**config.mk**
```make
export PLATFORM = sky130hd
export DESIGN_NAME = ex_mem_wb_forward_stage_flat
export DESIGN_NICKNAME = d
export VERILOG_FILES = /design/src/rtl/ex_mem_wb_forward_stage_if.sv /design/src/rtl/ex_mem_wb_forward_stage.sv /design/src/flat_wrapper.sv
export SDC_FILE = /design/constraint.sdc
export NUM_CORES = 1
export LEC_CHECK = 0
export ABC_AREA = 1
export BUFFER_PORTS_ARGS = -buffer_cell sky130_fd_sc_hd__buf_2
export CAP_MARGIN = 15
export CORE_AREA = 4 4 178 180
export DETAILED_ROUTE_END_ITERATION = 12
export DIE_AREA = 0 0 182 184
export PLACE_DENSITY = 0.47
export SYNTH_ARGS = -nofsm -noshare
export SYNTH_HDL_FRONTEND = slang
export SYNTH_SLANG_ARGS = --single-unit
```
**constraint.sdc**
```tcl
create_clock -name clock_i -period 1.5 [get_ports clock_i]
set_input_delay 0.15 -clock clock_i [delete_from_list [all_inputs] [get_ports clock_i]]
set_output_delay 0.15 -clock clock_i [all_outputs]
set_load 0.005 [all_outputs]
```
**src/rtl/ex_mem_wb_forward_stage_if.sv**
```systemverilog
// Bus between the execute stage and the EX/MEM-MEM/WB forwarding block.
// The master drives the execute-side signals and the slave returns registers, selects and stall.
interface ex_mem_wb_forward_stage_if #(
  parameter int unsigned NB_DATA = 32,
  parameter int unsigned NB_REG  = 5
);
  logic               enable_i;
  logic               flush_i;
  logic [NB_DATA-1:0] alu_result_i;
  logic [NB_DATA-1:0] data_rb_i;
  logic [NB_REG-1:0]  writeReg_i;
  logic               regWrite_i;
  logic               memRead_i;
  logic               memWrite_i;
  logic               memToReg_i;
  logic [NB_REG-1:0]  id_ex_rs_i;
  logic [NB_REG-1:0]  id_ex_rt_i;
  logic [NB_DATA-1:0] mem_read_data_i;

  logic [NB_DATA-1:0] ex_mem_alu_result_o;
  logic [NB_DATA-1:0] ex_mem_data_rb_o;
  logic               ex_mem_memRead_o;
  logic               ex_mem_memWrite_o;
  logic [NB_REG-1:0]  wb_writeReg_o;
  logic               wb_regWrite_o;
  logic [NB_DATA-1:0] ex_mem_data_o;
  logic [NB_DATA-1:0] mem_wb_data_o;
  logic [1:0]         forward_signal_regA_o;
  logic [1:0]         forward_signal_regB_o;
  logic               ex_stall_o;

  modport master (
    output enable_i, flush_i, alu_result_i, data_rb_i, writeReg_i, regWrite_i, memRead_i,
           memWrite_i, memToReg_i, id_ex_rs_i, id_ex_rt_i, mem_read_data_i,
    input  ex_mem_alu_result_o, ex_mem_data_rb_o, ex_mem_memRead_o, ex_mem_memWrite_o,
           wb_writeReg_o, wb_regWrite_o, ex_mem_data_o, mem_wb_data_o,
           forward_signal_regA_o, forward_signal_regB_o, ex_stall_o
  );

  modport slave (
    input  enable_i, flush_i, alu_result_i, data_rb_i, writeReg_i, regWrite_i, memRead_i,
           memWrite_i, memToReg_i, id_ex_rs_i, id_ex_rt_i, mem_read_data_i,
    output ex_mem_alu_result_o, ex_mem_data_rb_o, ex_mem_memRead_o, ex_mem_memWrite_o,
           wb_writeReg_o, wb_regWrite_o, ex_mem_data_o, mem_wb_data_o,
           forward_signal_regA_o, forward_signal_regB_o, ex_stall_o
  );
endinterface

```
**src/rtl/ex_mem_wb_forward_stage.sv**
```systemverilog
// EX/MEM and MEM/WB pipeline registers with operand forwarding selects and load-use stall.
module ex_mem_wb_forward_stage #(
  parameter int unsigned NB_DATA = 32,
  parameter int unsigned NB_REG  = 5
) (
  input logic                     clock_i,
  input logic                     reset_n_i,
  ex_mem_wb_forward_stage_if.slave bus
);

  logic [NB_DATA-1:0] ex_alu_q, ex_rb_q;
  logic [NB_REG-1:0]  ex_wreg_q;
  logic               ex_regwrite_q, ex_memread_q, ex_memwrite_q, ex_memtoreg_q;

  logic [NB_DATA-1:0] wb_alu_q, wb_rd_q;
  logic [NB_REG-1:0]  wb_wreg_q;
  logic               wb_regwrite_q, wb_memtoreg_q;

  logic haz_a, haz_b, stall, bubble;

  // A load in EX/MEM cannot be forwarded until its data reaches MEM/WB.
  assign haz_a  = ex_memread_q & ex_regwrite_q & (ex_wreg_q != '0) &
                  (ex_wreg_q == bus.id_ex_rs_i);
  assign haz_b  = ex_memread_q & ex_regwrite_q & (ex_wreg_q != '0) &
                  (ex_wreg_q == bus.id_ex_rt_i);
  assign stall  = haz_a | haz_b;
  assign bubble = bus.flush_i | stall;

  function automatic logic [1:0] fwd_sel(input logic [NB_REG-1:0] src, input logic haz);
    if (ex_regwrite_q && !ex_memread_q && ex_wreg_q != '0 && ex_wreg_q == src) begin
      return 2'b01;
    end else if (!haz && wb_regwrite_q && wb_wreg_q != '0 && wb_wreg_q == src) begin
      return 2'b10;
    end
    return 2'b00;
  endfunction

  always_ff @(posedge clock_i or negedge reset_n_i) begin
    if (!reset_n_i) begin
      ex_alu_q      <= '0;
      ex_rb_q       <= '0;
      ex_wreg_q     <= '0;
      ex_regwrite_q <= 1'b0;
      ex_memread_q  <= 1'b0;
      ex_memwrite_q <= 1'b0;
      ex_memtoreg_q <= 1'b0;
      wb_alu_q      <= '0;
      wb_rd_q       <= '0;
      wb_wreg_q     <= '0;
      wb_regwrite_q <= 1'b0;
      wb_memtoreg_q <= 1'b0;
    end else if (bus.enable_i) begin
      if (bubble) begin
        ex_alu_q      <= '0;
        ex_rb_q       <= '0;
        ex_wreg_q     <= '0;
        ex_regwrite_q <= 1'b0;
        ex_memread_q  <= 1'b0;
        ex_memwrite_q <= 1'b0;
        ex_memtoreg_q <= 1'b0;
      end else begin
        ex_alu_q      <= bus.alu_result_i;
        ex_rb_q       <= bus.data_rb_i;
        ex_wreg_q     <= bus.writeReg_i;
        ex_regwrite_q <= bus.regWrite_i;
        ex_memread_q  <= bus.memRead_i;
        ex_memwrite_q <= bus.memWrite_i;
        ex_memtoreg_q <= bus.memToReg_i;
      end
      // MEM/WB keeps advancing under stall so the load completes.
      wb_alu_q      <= ex_alu_q;
      wb_rd_q       <= bus.mem_read_data_i;
      wb_wreg_q     <= ex_wreg_q;
      wb_regwrite_q <= ex_regwrite_q;
      wb_memtoreg_q <= ex_memtoreg_q;
    end
  end

  assign bus.ex_mem_alu_result_o   = ex_alu_q;
  assign bus.ex_mem_data_rb_o      = ex_rb_q;
  assign bus.ex_mem_memRead_o      = ex_memread_q;
  assign bus.ex_mem_memWrite_o     = ex_memwrite_q;
  assign bus.wb_writeReg_o         = wb_wreg_q;
  assign bus.wb_regWrite_o         = wb_regwrite_q;
  assign bus.ex_mem_data_o         = ex_alu_q;
  assign bus.mem_wb_data_o         = wb_memtoreg_q ? wb_rd_q : wb_alu_q;
  assign bus.forward_signal_regA_o = fwd_sel(bus.id_ex_rs_i, haz_a);
  assign bus.forward_signal_regB_o = fwd_sel(bus.id_ex_rt_i, haz_b);
  assign bus.ex_stall_o            = stall;

endmodule

```
**src/flat_wrapper.sv**
```systemverilog
// flat-port wrapper written by rule: the top's interface ports become plain ports
module ex_mem_wb_forward_stage_flat 
#(
  parameter int unsigned NB_DATA = 32,
  parameter int unsigned NB_REG  = 5
)
  (clock_i, reset_n_i, bus_enable_i, bus_flush_i, bus_alu_result_i, bus_data_rb_i, bus_writeReg_i, bus_regWrite_i, bus_memRead_i, bus_memWrite_i, bus_memToReg_i, bus_id_ex_rs_i, bus_id_ex_rt_i, bus_mem_read_data_i, bus_ex_mem_alu_result_o, bus_ex_mem_data_rb_o, bus_ex_mem_memRead_o, bus_ex_mem_memWrite_o, bus_wb_writeReg_o, bus_wb_regWrite_o, bus_ex_mem_data_o, bus_mem_wb_data_o, bus_forward_signal_regA_o, bus_forward_signal_regB_o, bus_ex_stall_o);
  ex_mem_wb_forward_stage_if #(.NB_DATA(NB_DATA), .NB_REG(NB_REG)) bus_i ();
  input logic clock_i;
  input logic reset_n_i;
  input wire logic [$bits(bus_i.enable_i)-1:0] bus_enable_i;
  input wire logic [$bits(bus_i.flush_i)-1:0] bus_flush_i;
  input wire logic [$bits(bus_i.alu_result_i)-1:0] bus_alu_result_i;
  input wire logic [$bits(bus_i.data_rb_i)-1:0] bus_data_rb_i;
  input wire logic [$bits(bus_i.writeReg_i)-1:0] bus_writeReg_i;
  input wire logic [$bits(bus_i.regWrite_i)-1:0] bus_regWrite_i;
  input wire logic [$bits(bus_i.memRead_i)-1:0] bus_memRead_i;
  input wire logic [$bits(bus_i.memWrite_i)-1:0] bus_memWrite_i;
  input wire logic [$bits(bus_i.memToReg_i)-1:0] bus_memToReg_i;
  input wire logic [$bits(bus_i.id_ex_rs_i)-1:0] bus_id_ex_rs_i;
  input wire logic [$bits(bus_i.id_ex_rt_i)-1:0] bus_id_ex_rt_i;
  input wire logic [$bits(bus_i.mem_read_data_i)-1:0] bus_mem_read_data_i;
  output wire logic [$bits(bus_i.ex_mem_alu_result_o)-1:0] bus_ex_mem_alu_result_o;
  output wire logic [$bits(bus_i.ex_mem_data_rb_o)-1:0] bus_ex_mem_data_rb_o;
  output wire logic [$bits(bus_i.ex_mem_memRead_o)-1:0] bus_ex_mem_memRead_o;
  output wire logic [$bits(bus_i.ex_mem_memWrite_o)-1:0] bus_ex_mem_memWrite_o;
  output wire logic [$bits(bus_i.wb_writeReg_o)-1:0] bus_wb_writeReg_o;
  output wire logic [$bits(bus_i.wb_regWrite_o)-1:0] bus_wb_regWrite_o;
  output wire logic [$bits(bus_i.ex_mem_data_o)-1:0] bus_ex_mem_data_o;
  output wire logic [$bits(bus_i.mem_wb_data_o)-1:0] bus_mem_wb_data_o;
  output wire logic [$bits(bus_i.forward_signal_regA_o)-1:0] bus_forward_signal_regA_o;
  output wire logic [$bits(bus_i.forward_signal_regB_o)-1:0] bus_forward_signal_regB_o;
  output wire logic [$bits(bus_i.ex_stall_o)-1:0] bus_ex_stall_o;
  assign bus_i.enable_i = bus_enable_i;
  assign bus_i.flush_i = bus_flush_i;
  assign bus_i.alu_result_i = bus_alu_result_i;
  assign bus_i.data_rb_i = bus_data_rb_i;
  assign bus_i.writeReg_i = bus_writeReg_i;
  assign bus_i.regWrite_i = bus_regWrite_i;
  assign bus_i.memRead_i = bus_memRead_i;
  assign bus_i.memWrite_i = bus_memWrite_i;
  assign bus_i.memToReg_i = bus_memToReg_i;
  assign bus_i.id_ex_rs_i = bus_id_ex_rs_i;
  assign bus_i.id_ex_rt_i = bus_id_ex_rt_i;
  assign bus_i.mem_read_data_i = bus_mem_read_data_i;
  assign bus_ex_mem_alu_result_o = bus_i.ex_mem_alu_result_o;
  assign bus_ex_mem_data_rb_o = bus_i.ex_mem_data_rb_o;
  assign bus_ex_mem_memRead_o = bus_i.ex_mem_memRead_o;
  assign bus_ex_mem_memWrite_o = bus_i.ex_mem_memWrite_o;
  assign bus_wb_writeReg_o = bus_i.wb_writeReg_o;
  assign bus_wb_regWrite_o = bus_i.wb_regWrite_o;
  assign bus_ex_mem_data_o = bus_i.ex_mem_data_o;
  assign bus_mem_wb_data_o = bus_i.mem_wb_data_o;
  assign bus_forward_signal_regA_o = bus_i.forward_signal_regA_o;
  assign bus_forward_signal_regB_o = bus_i.forward_signal_regB_o;
  assign bus_ex_stall_o = bus_i.ex_stall_o;
  ex_mem_wb_forward_stage #(.NB_DATA(NB_DATA), .NB_REG(NB_REG)) u_core (.clock_i(clock_i), .reset_n_i(reset_n_i), .bus(bus_i));
endmodule
```
==> metrics.txt <==
period utilization 1.16; crit path launch type flip-flop; Max Slew Vio Count 0; # rows 64; clock sinks 144; Fmax 573 MHz; DR iter-0 viols 370; Vias 6834; CTS Buf Count 17; synthesis-to-layout area growth 47.8%; reg2reg end u_core.ex_memtoreg_q; Port Buffer Count 259; Max-Slew Margin vs Limit 0.680; pwr dens 999 mW/mm^2; post-route worst setup slack -0.244 ns; status finished, violations left; fraction of layout cells with a size suffix above 1 0.418; Skew-Pair Late Insertion Delay 0.43 ns; critical-path maximum fanout 5; DRT Pass-1 Iters 4; Die X 182 um; syn_nets 1074; Starting Density 0.247; crit path DAT 1.59 ns; Hold Crit Class in -> reg; GPL Wtd Cong 0.819; Setup CP Type reg -> out; number of max-cap violations 0; Mapped Area 0.00747 mm^2; Post-synth ARST share 1.00; synth warn 0; Post-synth EDFFs 0; DRC 0; Finish-stage setup viols 109; Synth Area per Inst 7.82 um^2; post-synth cell types 25; Remaining Overflow, GRT 0; synth top area cells dfrtp_1 (48%), nand2_1 (21%), nand3_2 (8.2%); largest net degree at the start of global routing 81; failing checks negative setup slack; cell with the most instances after synthesis nand2_1; routed length per placed instance 15.6 um; CP endpoint kind output pin; reg2reg start u_core.ex_wreg_q[3]; WHS 0.0281 ns; Synth top cells by count nand2_1 (409), dfrtp_1 (144), inv_1 (121); CTS tree done; GRT Total Usage 0.149; R2R Setup Slk -0.16 ns; Fin. Hold Viols 0; vias in the first global route 6975; total area of sequential cells 0.00361 mm^2; required time worst endpoint 1.35 ns; dominant synthesized flop cell dfrtp_1; min-delay src bus_data_rb_i[4]; DIE HEIGHT 184 um; Synth Instances 955; fin crit period 1.74 ns; register bit total from synthesis 144; hpwl dp 15.4 mm; Endpoint, Worst Hold u_core.bus.ex_mem_data_rb_o[4]; clk slew on worst S/H paths 0.08 ns; leakage power 6.35 nW; first-pass GRT wire length 39.6 mm; total I/O pin count 260; Clock Skew 0.0251 ns; clk buf depth 2; die footprint 0.0335 mm^2; Finished Core Util 0.366; hold path cells 5; initial antenna violation count 3; vias per inst 4.15; sequential cell area fraction in the yosys report 0.482; Post-Route WL 25.7 mm; RSZ-0062 raised after global routing yes; Power Total 0.0110 W; Slew @ Worst Pin 0.480 ns; R2R cell count 10; Multi-input gate area 0.00327 mm^2; share of Yosys cell area claimed by the top area cell type 0.482; nets@finish 1353; maximum VDD drop 680 uV; Max H-tree Level 4; FILL cells 3186; Core ar. 0.0302 mm^2; leading area contributor after synthesis dfrtp_1; Final ANT Viol Nets 0; CTS root buffer clkbuf_16
==> cell families (layout without fill, tap and decap cells) <==
group	after synthesis	count (layout)	share of synthesized area
and+or+nand+nor	517	517	0.319
buffers and inverters	212	504	0.140
DFF	144	144	0.482
AOI/OAI and AO/OA	78	78	0.0534
xor gates and xnor gates	4	4	0.00469
other	0	3	0
==> stage by stage <==
step | cell area, um^2 | setup TNS, ns | instances | worst slack (ns)
after floorplan | 7470 | 0 | 955 | 0.131
after global placement | 9080 | -0.145 | 1554 | -0.0206
after detailed placement | 9080 | -0.622 | 1554 | -0.0374
after CTS | 10600 | -9.54 | 1634 | -0.265
after global routing | 11000 | -22.92 | 1643 | -0.349
final | 11000 | -11.64 | 1646 | -0.244
==> area by class of cell <==
type                    count  area share
inverters                 127      0.0436
diodes                      3    0.000680
repair buffers            345       0.234
clock buffers              19      0.0401
flip-flops and latches    144       0.327
clock inverters            13      0.0139
well taps                 396      0.0449
multi-input cells         599       0.296
==> power by group <==
group | leakage [nW] | switching, W | internal [W]
clock | 0.279 | 0.00191 | 0.00254
combinational | 4.22 | 0.00115 | 0.000971
sequential | 1.85 | 0.000254 | 0.00421
total | 6.35 | 0.00331 | 0.00772
==> flip-flops by register name, summed over array words and instances (netlist names) <==
signal                          flops
u_core.bus.ex_mem_alu_result_o     32
u_core.bus.ex_mem_data_rb_o        32
u_core.wb_alu_q                    32
u_core.wb_rd_q                     32
u_core.bus.wb_writeReg_o            5
u_core.ex_wreg_q                    5
u_core.bus.ex_mem_memRead_o         1
u_core.bus.ex_mem_memWrite_o        1
u_core.bus.wb_regWrite_o            1
u_core.ex_memtoreg_q                1
u_core.ex_regwrite_q                1
u_core.wb_memtoreg_q                1
==> how the worst max path moves through the flow <==
stage | start | to | slack, ns | cells after the start
finish | u_core.ex_wreg_q[3] | bus_forward_signal_regA_o[0] | -0.24 | 6
global route | u_core.ex_wreg_q[1] | bus_forward_signal_regB_o[1] | -0.35 | 9
CTS | u_core.ex_wreg_q[0] | bus_forward_signal_regB_o[1] | -0.27 | 9
detailed placement | u_core.ex_wreg_q[2] | u_core.bus.ex_mem_data_rb_o[24] | -0.04 | 8
global placement | u_core.ex_wreg_q[2] | u_core.bus.ex_mem_data_rb_o[26] | -0.02 | 8
floorplan | u_core.ex_wreg_q[2] | u_core.bus.ex_mem_data_rb_o[10] | 0.13 | 11
==> cell usage in the layout (no fill, tap or decap), types with 3 or more instances in the layout <==
master,n
buf_12,14
buf_16,10
buf_2,256
buf_4,11
buf_6,12
buf_8,3
clkbuf_16,23
clkinvlp_4,4
dfrtp_1,140
dfrtp_2,4
diode_2,3
dlygate4sd3_1,33
inv_1,118
inv_2,7
inv_6,4
nand2_1,374
nand2_2,26
nand2_4,20
nand3_2,75
nor2_1,6
nor2_2,5
o21ai_0,39
o21ai_2,30
o22ai_1,3
xnor2_1,3
==> critical path, cell delays in order, from the launching register on <==
cell and delay [ns]:
dfrtp_2 0.45, nor3_2 0.20, nand3_2 0.13, nand2_4 0.11, or2_4 0.13, nor2_1 0.04
buf_2 0.12
==> metal layers <==
metal / vias up / routed length [um] / GRT usage
met5: - / 13 / 0
met2: 196 / 11700 / 0.237
met4: 2 / 352 / 0.0432
met3: 20 / 1640 / 0.0429
met1: 3193 / 12000 / 0.200
li1: 3423 / - / -
==> what timing repair did <==
item | in CTS | in global routing
endpoints found under the hold margin | 69 | 0
setup buffers | 6 | 3
gates resized for setup | 123 | 68
gates cloned | 9 | 7
pin swaps | 37 | 30
setup endpoints to repair | 77 | 109
hold buffers | 33 | 0
Power figures use the tool's default switching activity.
